===== config.mk =====
export PLATFORM = sky130hd
export DESIGN_NAME = array_incr_resp
export DESIGN_NICKNAME = d
export VERILOG_FILES = /design/src/rtl/array_incr_resp.sv
export SDC_FILE = /design/constraint.sdc
export NUM_CORES = 1
export LEC_CHECK = 0
export BUFFER_PORTS_ARGS = -buffer_cell sky130_fd_sc_hd__buf_2
export CORE_UTILIZATION = 35
export DETAILED_ROUTE_END_ITERATION = 8
export HOLD_SLACK_MARGIN = 0.06
export PLACE_DENSITY_LB_ADDON = 0.2
export SLEW_MARGIN = 30
export SYNTH_ARGS = -nofsm -noshare
export SYNTH_HDL_FRONTEND = slang
export SYNTH_SLANG_ARGS = --single-unit

===== constraint.sdc =====
create_clock -name clk -period 4.25 [get_ports clk]
set_input_delay 0 -clock clk [delete_from_list [all_inputs] [get_ports clk]]
set_output_delay 0 -clock clk [all_outputs]
set_load 0.01 [all_outputs]

===== src/rtl/array_incr_resp.sv =====
// Collects DEPTH elements into a frame buffer, then emits each element plus one in order.
// Define ARRAY_SAT_EN to make the increment saturate at the all-ones value instead of wrapping.
module array_incr_resp #(
    parameter int DEPTH = 5,
    parameter int WIDTH = 8
) (
    input  logic             clk,
    input  logic             rst,
    input  logic             in_valid,
    output logic             in_ready,
    input  logic [WIDTH-1:0] in_data,
    output logic             out_valid,
    input  logic             out_ready,
    output logic [WIDTH-1:0] out_data,
    output logic             out_last,
    output logic [15:0]      frame_cnt
);

    localparam int IDX_W = $clog2(DEPTH);

    localparam logic [0:0] COLLECT = 1'b0;
    localparam logic [0:0] EMIT    = 1'b1;

    localparam logic [IDX_W-1:0] LAST_IDX = IDX_W'(DEPTH - 1);

    logic [0:0]       state;
    logic [IDX_W-1:0] wr_idx;
    logic [IDX_W-1:0] rd_idx;
    logic [WIDTH-1:0] buffer [DEPTH];
    logic [WIDTH-1:0] rd_elem;
    logic [WIDTH-1:0] incr;
    logic             in_fire;
    logic             out_fire;

    // The phases never overlap, so both handshake qualifiers come straight from the state.
    assign in_ready  = (state == COLLECT);
    assign out_valid = (state == EMIT);
    assign in_fire   = in_valid && in_ready;
    assign out_fire  = out_valid && out_ready;

    assign rd_elem = buffer[rd_idx];

`ifdef ARRAY_SAT_EN
    assign incr = (rd_elem == {WIDTH{1'b1}}) ? rd_elem : rd_elem + WIDTH'(1);
`else
    assign incr = rd_elem + WIDTH'(1);
`endif

    // Outputs are forced to zero outside EMIT so they read as cleared straight after reset.
    assign out_data = out_valid ? incr : '0;
    assign out_last = out_valid && (rd_idx == LAST_IDX);

    // NOTE: sequential state uses non-blocking assignments so every register samples pre-edge values.
    always_ff @(posedge clk) begin
        if (rst) begin
            state     <= COLLECT;
            wr_idx    <= '0;
            rd_idx    <= '0;
            frame_cnt <= '0;
        end else begin
            case (state)
                COLLECT: begin
                    if (in_fire) begin
                        if (wr_idx == LAST_IDX) begin
                            wr_idx <= '0;
                            state  <= EMIT;
                        end else begin
                            wr_idx <= wr_idx + IDX_W'(1);
                        end
                    end
                end
                EMIT: begin
                    if (out_fire) begin
                        if (out_last) begin
                            rd_idx    <= '0;
                            state     <= COLLECT;
                            frame_cnt <= frame_cnt + 16'd1;
                        end else begin
                            rd_idx <= rd_idx + IDX_W'(1);
                        end
                    end
                end
                default: state <= COLLECT;
            endcase
        end
    end

    // NOTE: the frame buffer has no reset; every slot is rewritten before EMIT can read it.
    always_ff @(posedge clk) begin
        if (in_fire) begin
            buffer[wr_idx] <= in_data;
        end
    end

endmodule


-- Word-level counts from Yosys, hierarchy flattened
Memories as Yosys holds them, arrays and structs flattened. A register that Yosys moved wholly into a read port is not among the register bits.
Cells that the tools add are included.
Widths: inputs -> output; s select.
- input port bits: 12
- flip-flop bits (word level): 23
- memories: 1
- bits in writable memories: 40
- memory list (name ; depth ; width ; rd ports ; clocked after Yosys merged registers in ; write ports ; line ; RTL):
    buffer ; 5 ; 8 ; 1 ; 1 ; 1 ; 29 ; logic [WIDTH-1:0] buffer [DEPTH];
- bitwise operators: 1
- mux-type cells: 12
- add/sub/neg operators: 4
- eq/ne operators: 2
- reduce and logical (&&, ||, !) cells: 6
- operators by type and width (cell ; count):
    $add 16x1->16 const B ; 1
    $mux 3 ; 4
    $add 8x1->8 const B ; 1
    $mux 8 ; 1
    $add 3x1->3 const B ; 2
    $eq 3x3->1 const B ; 2
    $mux 1 ; 6
    $reduce_and 2->1 ; 2
    $logic_and 1x1->1 ; 3
    $reduce_and 3->1 ; 1
    $pmux 1 s2 ; 1
    $not 1->1 ; 1

-- Longest topological paths before layout
- depth after elaboration: 5
- gate-level depth with buffers: 10
- mapped depth without buffers: 8

-- Worst setup path after synthesis
OpenSTA, ideal clock, no wires.
- path type: reg2reg
- from: register state, in the netlist out_valid
- to: memory buffer[0][0], enable pin
- arrival time: 1612 ps
- setup slack: 2244 ps
- period minus slack after synthesis: 2006 ps
- path buffers: 1
- setup time: 395 ps
- cell stages (with the launch flop): 5
- path through: dfxtp_1 buf_2 clkinv_1 nand2_1 nor4_1
- longest elaborated chain between the ends: 4
- ends and longest elaborated chain (item ; line ; RTL):
    start, declared ; 26 ; logic [0:0] state;
    start signal, assigned ; 56 ; state <= COLLECT;
    start signal, assigned ; 66 ; state <= EMIT;
    start signal, assigned ; 76 ; state <= COLLECT;
    $not 1->1 ; -- ;
    named net in_ready ; 10 ; output logic in_ready,
    $logic_and 1x1->1 ; 38 ; assign in_fire = in_valid && in_ready;
    $mux 1 ; 90 ; if (in_fire) begin
    $mux 1 (implied by the code) ; 91 ; buffer[wr_idx] <= in_data;
    end, declared ; 29 ;
The timed path passes the listed nets, and every way through them passes these cells.

==> reports/qor.txt <==
final setup vio count: 0
Gate Count Post-Synth: 242
CP max stage delay: 0.78 ns
Logic pwr share: 5.1%
die area: 0.008827 mm2
post-synthesis sequential area ratio: 58.18%
Required @ worst endpoint: 4.25 ns
worst-path cell chain: mux2_2, o31ai_1, and4b_1, and4_1, mux2i_1, buf_2
Post-synth top cells: edfxtp_1 (40), dfxtp_1 (26), nor2_1 (20)
P_int: 0.0009659 W
root buffer cell: clkbuf_8
Synth async-reset ratio: 0%
post-CTS sizing: 0
Die Ht: 93.95 um
top cells by area, synth: edfxtp_1 (41%), dfxtp_1 (18%), mux4_1 (3.6%)
Final min period: 2.665 ns
critical path startpoint category: flip-flop
Tcrit/Tclk final: 62.71%
synth warn: 0
CTS buffer count: 9
fraction of power consumed by the clock network: 39.0%
count of buffers inserted at the top-level ports: 38
synthesis-to-layout area growth: 18.65%
Hold Vio Cnt, Final: 0
outcome: finished clean
Leakage: 1.265 nW
Switching Share: 22.41%
crit path kind: reg -> out
final-report max-slew violation count: 0
width of the die: 93.95 um
Post-Route Utilization: 42.73%
vias in the first global route: 1864
synthesized area: 0.002959 mm2
Layout Nets: 311
Avg Cell Area, Syn: 12.23 um2
MaxCap Viol Count: 0
RSZ-0062 raised after global routing: no
CP Data Arrival Time: 2.67 ns
#FFs+latches synth: 66
layout cells sized above 1: 21.48%
antenna cells: 0
DPL Wire Length: 3918 um
clk_lat worst skew: 0.34 ns
EDFF count, synth: 40
Synth area leader: edfxtp_1
clock slew at reported path FFs: 0.08 ns
worst-path fanout max: 15
largest net degree at the start of global routing: 24
sequential power share: 55.9%
Finished Cell Area: 0.003511 mm2
met1 WL: 2981 um
Initial Util: 36.01%
DR vias: 1973
actual slew at the worst max-slew pin: 0.8002 ns
# IOs: 39
Synth cell types: 46
Slowest-stage cell, CP: dfxtp_1
count leader, synth: edfxtp_1
critical path capture point type: primary output
Hold Path Class: in -> reg
Max Fclk: 375.2 MHz
antenna violations before repair: 0
routed vias/inst: 4.896
per-cell routed wire length: 14.03 um
clk sink count: 66
syn_nets: 260
first-pass GRT wire length: 9149 um
Main synth FF type: edfxtp_1
maximum VDD drop: 148.1 uV
Routed WL: 5654 um
Placement Cell Area: 0.003236 mm2
CTS HTree Levels: 3
highest metal used: met4
core area: 0.008217 mm2
CTS tree: built
met3 wire length: 174 um
Clock Path Buffers: 2
gr ovfl total: 0
Synth top area share: 40.59%
final RePlAce weighted congestion: 0.7032
number of core rows: 33
PwrDens: 354.6 mW/mm2
TritonRoute pass-1 iters: 4
Psw: 0.0002789 W
slew margin rel.: 46.46%
ANT nets after route: 0
routed wl met2: 2364 um
number of DRC markers in iteration 0: 133
Setup Skew: 0.009715 ns
setup_tns: 0 ns
GRT Util Overall: 14.07%
DR DRC count: 0
[state kept, by name (all words and copies together) (netlist names), named ones only]
signal / flops
wr_idx: 3
buffer: 40
frame_cnt: 16
rd_idx: 3
out_valid: 1
[cell families (layout without fill, tap and decap cells)]
family          count (synthesis)  count (layout)  share of synthesized area (%)
fa+ha+maj                       6               6                          2.537
xor+xnor                       14              14                          4.144
buf+inv                        17              73                          3.044
mux                            18              18                          9.302
simple gates                   89              89                          16.58
compound gates                 32              32                          6.216
flops                          66              66                          58.18
[area by class of cell]
| cell class | instances | area (um2) |
|---|---|---|
| fill | 801 | 4706 |
| sequential | 66 | 1722 |
| multi-input combinational | 159 | 1147 |
| timing repair buffer | 49 | 295.3 |
| clock buffer | 10 | 148.9 |
| tap | 105 | 131.4 |
| clock inverter | 6 | 36.28 |
| inverter | 8 | 30.03 |
[worst paths after layout]
path         cells after the start                   start                         to  slack, ns
max reg2reg                      4    out_valid$_SDFF_PP0_     buffer[3][4]$_DFFE_PP_       2.07
min reg2reg                      2  rd_idx[1]$_SDFFE_PP0P_     rd_idx[1]$_SDFFE_PP0P_       0.51
min                              2                     rst  frame_cnt[3]$_SDFFE_PP0P_       0.07
max                              6               flip-flop                out_data[7]       1.58
[per-stage QoR]
stage	hold WS, ns	std cells	power [W]	setup slack [ns]
floorplan	0.06907	242	0.0007450	2.244
finish	0.06802	403	0.001245	1.585
detailed placement	0.2395	378	0.0007681	1.894
global route	0.08885	403	0.001292	1.415
CTS	0.06165	403	0.001259	1.523
global placement	0.2357	378	0.0007687	1.927
[power groups by stage]
stage | Sequential, W | Clock [W] | Combinational [W]
CTS | 0.000696 | 0.000499 | 0.0000643
global route | 0.000697 | 0.000523 | 0.0000715
global placement | 0.000711 | 0 | 0.0000580
floorplan | 0.000709 | 0 | 0.0000357
detailed placement | 0.000711 | 0 | 0.0000573
finish | 0.000696 | 0.000485 | 0.0000635
[what timing repair did]
action                    in CTS  in global routing
setup buffers                  0                  0
hold buffers                   9                  0
hold endpoints to repair      44                  0
[metal layers]
metal	GRT usage, %	vias to the layer above
li1	-	1000
met5	0	-
met2	19.71	31
met4	8.462	0
met1	19.67	931
met3	3.155	11
[cell usage in the layout, fill, tap and decap left out, types with 2 or more instances in the layout]
master	n
a21oi_1	14
and3_1	2
o21ai_0	11
nor2b_1	3
nand3_1	9
or3_1	6
mux4_2	2
mux2i_1	8
edfxtp_1	40
nor2_1	20
clkbuf_8	9
buf_4	2
xor2_1	5
nor3_1	7
nor4_1	3
nand2b_1	2
nor3b_1	2
nand4_1	3
inv_4	2
and4_1	5
nand3b_1	3
mux2_2	4
dfxtp_1	26
xnor2_1	9
buf_2	38
and2_1	2
clkinv_2	3
dlygate4sd3_1	9
nand2_1	16
mux4_1	4
ha_1	6
inv_1	7
[worst max-delay path: cells and delay by family (launching register included)]
family | cells | cell delay (ns)
buffers and inverters | 1 | 0.16
muxes | 2 | 0.58
DFF | 1 | 0.78
AOI/OAI and AO/OA | 1 | 0.31
and+or+nand+nor | 2 | 0.50
Power figures use the tool's default switching activity.
